## src/rtl/alu_arbiter.sv

```systemverilog
// -----------------------------------------------------------------------------
// alu_arbiter
//
// Shares one registered ALU (bexkat1 style, 1-cycle result latency) between
// two requesters: requester 0 (instruction side) and requester 1
// (auxiliary / microcode side). Ties are broken round-robin.
//
// Each operation runs through a fixed sequence:
//   IDLE   : arbitrate; a valid&ready handshake captures the operands.
//   ISSUE  : operand registers drive the ALU; the ALU registers its result.
//   SAMPLE : operands are held so the ALU's add/sub flags, which mix the live
//            inputs with the registered output, stay coherent; the result
//            and flags are captured at the end of this cycle.
//   RESP   : resp_valid_o is high until the consumer asserts resp_ready_i.
//
// Ports:
//   clk_i, rst_i                       clock, synchronous active-high reset
//   req{0,1}_valid_i / _ready_o        request handshake (ready is combinational)
//   req{0,1}_in1_i, _in2_i, _func_i    operands and ALU function
//   alu_in1_o, alu_in2_o, alu_func_o   to the ALU, straight from operand regs
//   alu_out_i, alu_{c,z,n,v}_i         registered ALU result and its flags
//   resp_valid_o / resp_ready_i        response handshake
//   resp_id_o                          requester id the response belongs to
//   resp_out_o, resp_{c,z,n,v}_o       captured result and flags
// -----------------------------------------------------------------------------
module alu_arbiter #(
  parameter int WIDTH = 32
) (
  input  logic             clk_i,
  input  logic             rst_i,

  input  logic             req0_valid_i,
  output logic             req0_ready_o,
  input  logic [WIDTH-1:0] req0_in1_i,
  input  logic [WIDTH-1:0] req0_in2_i,
  input  logic [2:0]       req0_func_i,

  input  logic             req1_valid_i,
  output logic             req1_ready_o,
  input  logic [WIDTH-1:0] req1_in1_i,
  input  logic [WIDTH-1:0] req1_in2_i,
  input  logic [2:0]       req1_func_i,

  output logic [WIDTH-1:0] alu_in1_o,
  output logic [WIDTH-1:0] alu_in2_o,
  output logic [2:0]       alu_func_o,
  input  logic [WIDTH-1:0] alu_out_i,
  input  logic             alu_c_i,
  input  logic             alu_z_i,
  input  logic             alu_n_i,
  input  logic             alu_v_i,

  output logic             resp_valid_o,
  input  logic             resp_ready_i,
  output logic             resp_id_o,
  output logic [WIDTH-1:0] resp_out_o,
  output logic             resp_c_o,
  output logic             resp_z_o,
  output logic             resp_n_o,
  output logic             resp_v_o
);

  localparam logic [1:0] ST_IDLE   = 2'd0;
  localparam logic [1:0] ST_ISSUE  = 2'd1;
  localparam logic [1:0] ST_SAMPLE = 2'd2;
  localparam logic [1:0] ST_RESP   = 2'd3;

  // ---------------------------------------------------------------------------
  // State
  // ---------------------------------------------------------------------------
  logic [1:0]       state_q, state_d;
  logic             ptr_q, ptr_d;         // id of the last granted requester

  logic [WIDTH-1:0] op_in1_q, op_in1_d;
  logic [WIDTH-1:0] op_in2_q, op_in2_d;
  logic [2:0]       op_func_q, op_func_d;
  logic             op_id_q, op_id_d;

  logic [WIDTH-1:0] resp_out_q, resp_out_d;
  logic             resp_id_q, resp_id_d;
  logic             resp_c_q, resp_c_d;
  logic             resp_z_q, resp_z_d;
  logic             resp_n_q, resp_n_d;
  logic             resp_v_q, resp_v_d;

  // ---------------------------------------------------------------------------
  // Arbitration
  // ---------------------------------------------------------------------------
  logic [1:0] req_valid;
  logic [1:0] req_ready;
  logic [1:0] grant_oh;
  logic       grant_id;
  logic       can_grant;
  logic       handshake;

  assign req_valid = {req1_valid_i, req0_valid_i};

  // A lone requester always wins; on a tie the one that did not go last wins.
  always_comb begin
    grant_id = 1'b0;
    unique case (req_valid)
      2'b01:   grant_id = 1'b0;
      2'b10:   grant_id = 1'b1;
      2'b11:   grant_id = ~ptr_q;
      default: grant_id = 1'b0;
    endcase
  end

  assign grant_oh  = grant_id ? 2'b10 : 2'b01;
  // Readies are suppressed while reset is asserted even though state is IDLE.
  assign can_grant = (state_q == ST_IDLE) && !rst_i;

  genvar gi;
  generate
    for (gi = 0; gi < 2; gi++) begin : g_ready
      assign req_ready[gi] = can_grant && req_valid[gi] && grant_oh[gi];
    end
  endgenerate

  assign handshake    = |req_ready;
  assign req0_ready_o = req_ready[0];
  assign req1_ready_o = req_ready[1];

  // ---------------------------------------------------------------------------
  // Next-state logic
  // ---------------------------------------------------------------------------
  always_comb begin
    state_d    = state_q;
    ptr_d      = ptr_q;
    op_in1_d   = op_in1_q;
    op_in2_d   = op_in2_q;
    op_func_d  = op_func_q;
    op_id_d    = op_id_q;
    resp_out_d = resp_out_q;
    resp_id_d  = resp_id_q;
    resp_c_d   = resp_c_q;
    resp_z_d   = resp_z_q;
    resp_n_d   = resp_n_q;
    resp_v_d   = resp_v_q;

    unique case (state_q)
      ST_IDLE: begin
        if (handshake) begin
          state_d   = ST_ISSUE;
          ptr_d     = grant_id;
          op_id_d   = grant_id;
          op_in1_d  = grant_id ? req1_in1_i  : req0_in1_i;
          op_in2_d  = grant_id ? req1_in2_i  : req0_in2_i;
          op_func_d = grant_id ? req1_func_i : req0_func_i;
        end
      end

      ST_ISSUE: begin
        state_d = ST_SAMPLE;
      end

      ST_SAMPLE: begin
        // The ALU output registered at the end of ISSUE is visible now, and
        // the flags are valid because the operands are still being driven.
        state_d    = ST_RESP;
        resp_out_d = alu_out_i;
        resp_c_d   = alu_c_i;
        resp_z_d   = alu_z_i;
        resp_n_d   = alu_n_i;
        resp_v_d   = alu_v_i;
        resp_id_d  = op_id_q;
      end

      ST_RESP: begin
        if (resp_ready_i) begin
          state_d = ST_IDLE;
        end
      end

      default: begin
        state_d = ST_IDLE;
      end
    endcase
  end

  // ---------------------------------------------------------------------------
  // Registers
  // ---------------------------------------------------------------------------
  always_ff @(posedge clk_i) begin
    if (rst_i) begin
      state_q    <= ST_IDLE;
      ptr_q      <= 1'b1;   // requester 0 wins the first tie
      op_in1_q   <= '0;
      op_in2_q   <= '0;
      op_func_q  <= '0;
      op_id_q    <= 1'b0;
      resp_out_q <= '0;
      resp_id_q  <= 1'b0;
      resp_c_q   <= 1'b0;
      resp_z_q   <= 1'b0;
      resp_n_q   <= 1'b0;
      resp_v_q   <= 1'b0;
    end else begin
      state_q    <= state_d;
      ptr_q      <= ptr_d;
      op_in1_q   <= op_in1_d;
      op_in2_q   <= op_in2_d;
      op_func_q  <= op_func_d;
      op_id_q    <= op_id_d;
      resp_out_q <= resp_out_d;
      resp_id_q  <= resp_id_d;
      resp_c_q   <= resp_c_d;
      resp_z_q   <= resp_z_d;
      resp_n_q   <= resp_n_d;
      resp_v_q   <= resp_v_d;
    end
  end

  // ---------------------------------------------------------------------------
  // Outputs
  // ---------------------------------------------------------------------------
  assign alu_in1_o    = op_in1_q;
  assign alu_in2_o    = op_in2_q;
  assign alu_func_o   = op_func_q;

  assign resp_valid_o = (state_q == ST_RESP);
  assign resp_id_o    = resp_id_q;
  assign resp_out_o   = resp_out_q;
  assign resp_c_o     = resp_c_q;
  assign resp_z_o     = resp_z_q;
  assign resp_n_o     = resp_n_q;
  assign resp_v_o     = resp_v_q;

endmodule

```

## config.mk

```make
export PLATFORM = sky130hd
export DESIGN_NAME = alu_arbiter
export DESIGN_NICKNAME = d
export VERILOG_FILES = /design/src/rtl/alu_arbiter.sv
export SDC_FILE = /design/constraint.sdc
export NUM_CORES = 1
export LEC_CHECK = 0
export BUFFER_PORTS_ARGS = -buffer_cell sky130_fd_sc_hd__buf_2
export CAP_MARGIN = 25
export CELL_PAD_IN_SITES_DETAIL_PLACEMENT = 1
export CELL_PAD_IN_SITES_GLOBAL_PLACEMENT = 1
export CORE_MARGIN = 2
export CORE_UTILIZATION = 33
export DETAILED_ROUTE_END_ITERATION = 8
export GPL_TIMING_DRIVEN = 0
export PLACE_DENSITY_LB_ADDON = 0.1
export SLEW_MARGIN = 20
export SYNTH_ARGS = -nofsm -noshare
export SYNTH_HDL_FRONTEND = slang
export SYNTH_SLANG_ARGS = --single-unit
```

## constraint.sdc

```tcl
create_clock -name clk_i -period 2.5 [get_ports clk_i]
set_input_delay 0.25 -clock clk_i [delete_from_list [all_inputs] [get_ports clk_i]]
set_output_delay 0.25 -clock clk_i [all_outputs]
set_load 0.005 [all_outputs]
```

==> results_tabular.tex <==
\begin{tabular}{lr}
\hline
Metric & Value \\
\hline
\multicolumn{2}{l}{\textbf{Clock tree}} \\
Hold\_buf cts & 0 \\
Clock-pin slew reported for the worst setup and hold paths after clock tree synthesis & about 0.060 ns \\
TritonCTS clock tree & built \\
Clock insertion delay at the later pin of the skew report & roughly 0.35 ns \\
Number of CTS-inserted buffers & 9 \\
Clock tree sinks & 108 \\
Deepest clock path buffer count & 2 \\
Setup Fix Bufs, Post-CTS & 0 \\
CTS H-tree depth & 3 \\
Root Driver & sky130\_fd\_sc\_hd\_\_clkbuf\_16 \\
\multicolumn{2}{l}{\textbf{Power}} \\
Leakage power summed over all cells & roughly 3 nW \\
Combinational fraction of design power & 35.7\% \\
Power density over the cells & 870 mW/mm2 \\
Switching pwr & approximately 1.9 mW \\
Internal power consumption & 3.87 mW \\
Worst IR Drop VDD & 0.330 mV \\
Portion of total power attributed to sequential cells & between 30 and 40\% \\
Clk network pwr share & between 20\% and 30\% \\
Switching Share & 33.3\% \\
\multicolumn{2}{l}{\textbf{Drt}} \\
Highest metal used & met4 \\
Total met2 wirelength after detailed routing & 8440 um \\
Routed Antenna Nets & 0 \\
Initial drt markers & approximately 170 \\
Metal-1 WL & 6980 um \\
Detailed route wirelength on metal3 & 1150 um \\
Detailed-route vias per instance & approximately 5.0 \\
Detailed-routing iteration count for the pre-antenna-repair pass & 4 \\
Routed WL per cell & 16.7 um \\
Total number of vias & 5068 \\
Number of DRC violations after detailed routing & 0 \\
Total detailed-routing wirelength & 16900 um \\
\multicolumn{2}{l}{\textbf{Die}} \\
Vert. Die Dim & 124 um \\
FP Rows & 43 \\
Floorplan Core Area & 0.0139 mm2 \\
Floorplan die area & 0.0153 mm2 \\
Horizontal extent of the die & 124 um \\
Initial Util & 34.0\% \\
Count of boundary I/O pins & 282 \\
\multicolumn{2}{l}{\textbf{Global routing}} \\
Wire length of the first global-routing pass & about 25000 um \\
Total congestion overflow after global routing & 0 \\
GR Util All Layers & 21.6\% \\
Vias in the first global route & between 5000 and 6000 \\
Initial antenna violation count & 1 \\
Pin count of the biggest net entering global routing & 16 \\
\multicolumn{2}{l}{\textbf{Timing}} \\
Worst clock skew & 0.00620 ns \\
Period utilisation layout & 92.3\% \\
RSZ-0062 raised after global routing & false \\
Max-slew headroom & 49.8\% \\
Final worst path period need & about 2.3 ns \\
Final worst slack & around 0.19 ns \\
Number of failing hold endpoints at the final stage & 0 \\
Maximum operating frequency & 433 MHz \\
Final setup fails & 0 \\
Transition time of the tightest slew-check pin & 0.753 ns \\
Slew Limit Fails & 0 \\
Final setup TNS & 0 ns \\
\multicolumn{2}{l}{\textbf{Yosys}} \\
Area share of the leading cell type in the synthesized netlist & 45.6\% \\
Share of flip-flops with an asynchronous set or reset & 0\% \\
Post-Synthesis Mean Instance Area & slightly below 9 um2 \\
Top post-synthesis cells by area & sky130\_fd\_sc\_hd\_\_dfxtp\_1 (46\%), sky130\_fd\_sc\_hd\_\_nand2\_1 (11\%), sky130\_fd\_sc\_hd\_\_a311oi\_2 (9.5\%), sky130\_fd\_sc\_hd\_\_mux2i\_1 (7.8\%), sky130\_fd\_sc\_hd\_\_a21oi\_1 (7.1\%) \\
List of most frequent post-synthesis cells & sky130\_fd\_sc\_hd\_\_nand2\_1 (136), sky130\_fd\_sc\_hd\_\_dfxtp\_1 (108), sky130\_fd\_sc\_hd\_\_a21oi\_1 (67) \\
Post-synthesis instance area & 0.00474 mm2 \\
Syn Inst Count & 533 \\
Most common flop cell mapped by yosys & sky130\_fd\_sc\_hd\_\_dfxtp\_1 \\
Cell accounting for the most synthesized area & sky130\_fd\_sc\_hd\_\_dfxtp\_1 \\
Most frequent cell after synthesis & sky130\_fd\_sc\_hd\_\_nand2\_1 \\
\#FFs+latches synth & 108 \\
Number of different library cells in the post-synthesis netlist & 25 \\
Yosys warnings & 0 \\
Count of flip-flops with a built-in enable after synthesis & 0 \\
Sequential-to-total area share from yosys stat & 45.6\% \\
Net count of the mapped netlist & a little over 700 \\
\multicolumn{2}{l}{\textbf{Placed design}} \\
Worst slack, placed & between 0.4 and 0.5 ns \\
Weighted congestion reported at the end of routability-driven placement & 0.850 \\
Standard cell area after detailed placement & $\sim$0.0064 mm2 \\
Input/output buffers & approximately 280 \\
HPWL after detailed placement & 13300 um \\
\multicolumn{2}{l}{\textbf{Critical path}} \\
Reg2Reg Capture Point & alu\_in2\_o[22] \\
Worst endpoint data arrival time & 2.06 ns \\
Reg-to-Reg Start & state\_q[0] \\
Worst-case register-to-register setup slack & 0.54 ns \\
Crit-path max FO & 10 \\
WP data required & between 2 and 2.5 ns \\
Type of element capturing the critical path & output port \\
Worst Setup EP & req1\_ready\_o \\
Reg2Reg Depth & 8 \\
Source of the critical timing path & state\_q[0] \\
Kind of critical path & flip-flop to output port \\
Startpoint kind of the worst setup timing path & flip-flop \\
\multicolumn{2}{l}{\textbf{Final layout}} \\
Synthesis-to-finish area growth & 41.0\% \\
Number of fillers in the final layout & 1767 \\
Final-stage net count & 1004 \\
Fraction of layout cells with a size suffix above 1 & 41.3\% \\
Finished layout cell area & 0.00668 mm2 \\
\multicolumn{2}{l}{\textbf{Worst hold path}} \\
Worst min-delay path category & input port to flip-flop \\
\multicolumn{2}{l}{\textbf{Job}} \\
Number of max-cap violations & 0 \\
\multicolumn{2}{l}{\textbf{Outcome}} \\
Result of the run & completed \\
\hline
\end{tabular}
## power groups by stage
| stage | registers (mW) | clock network [mW] | logic, mW |
|---|---|---|---|
| floorplan | 2.34 | 0 | 1.22 |
| global placement | 2.32 | 0 | 2.02 |
| detailed placement | 2.34 | 0 | 2.09 |
| CTS | 2.30 | 1.48 | 2.10 |
| global route | 2.34 | 1.55 | 2.32 |
| finish | 2.30 | 1.44 | 2.07 |
## area by class of cell
type	count	area, um2	area share, %
multi-input combinational	368	2310	34.6
sequential	108	2160	32.4
inverter	3	11.3	0.169
tap	180	225	3.37
buffer	54	259	3.88
clock buffer	15	268	4.01
antenna	2	5.00	0.0749
clock inverter	1	30.0	0.449
timing repair buffer	281	1410	21.0
## flip-flops by register name (all words and copies together), names as in the netlist, 2 cells and up
signal      cells
resp_out_o     32
alu_in1_o      32
state_q         2
alu_func_o      3
alu_in2_o      32
## repair_timing
item,CTS,global route
resized for setup,0,3
endpoints found under the hold margin,0,0
setup endpoints to repair,0,1
## kinds of logic (layout without fill, tap and decap cells)
kind of cell               after synthesis  after routing  share of synthesized area [%]
buffers and inverters                   57            354                           5.60
muxes                                   37             37                           7.81
DFF                                    108            108                           45.6
adders and majority gates                4              4                           1.06
and+or+nand+nor                        185            185                           15.1
other                                    0              2                              0
AOI/OAI and AO/OA                      142            142                           24.8
## per-stage QoR
stage,power (mW),utilization [%],instances,hold WS [ns]
5_1_grt,6.21,47.9,1011,0.148
2_1_floorplan,3.57,-,533,0.397
4_1_cts,5.88,47.9,1010,0.132
3_5_place_dp,4.43,45.7,994,0.481
3_3_place_gp,4.34,45.7,994,0.469
6_report,5.81,47.9,1012,0.140
## worst min-delay path by stage
stage               cells past startpoint  slack [ns]              to           from
floorplan                               2        0.40        resp_c_o        alu_c_i
global placement                        2        0.47   resp_out_o[9]  resp_out_o[9]
detailed placement                      2        0.48        resp_n_o       resp_n_o
CTS                                     3        0.13  resp_out_o[16]  alu_out_i[16]
global route                            3        0.15  resp_out_o[22]  alu_out_i[22]
finish                                  3        0.14  resp_out_o[10]  alu_out_i[10]
## worst max-delay path, stage by stage, from the launching register on
cell	delay [ns]
sky130_fd_sc_hd__dfxtp_1	0.33
sky130_fd_sc_hd__inv_1	0.11
sky130_fd_sc_hd__ha_2	0.22
sky130_fd_sc_hd__nor2b_1	0.16
sky130_fd_sc_hd__buf_2	0.20
sky130_fd_sc_hd__clkbuf_4	0.23
sky130_fd_sc_hd__clkbuf_4	0.23
sky130_fd_sc_hd__and2_1	0.13
sky130_fd_sc_hd__buf_2	0.10
## per-layer routing
metal  vias to the layer above  global-route usage (%)
li1                       2469                       -
met1                      2401                    25.9
met2                       178                    37.9
met3                        20                    4.49
met4                         0                    7.88
met5                         -                       0
## layout by cell type, fill, tap and decap left out, drive strengths merged
master	n
buf	298
nor2b	4
mux2i	37
dfxtp	108
nor2	40
a211o	1
clkbuf	52
a21bo	1
a21oi	67
a22oi	1
ha	4
a311oi	67
nor3	1
bufinv	1
diode	2
inv	3
o41ai	2
o21ai	2
and2	2
or2	1
a21boi	1
nand2	136
nor3b	1
(Power assumes the default switching activity.)
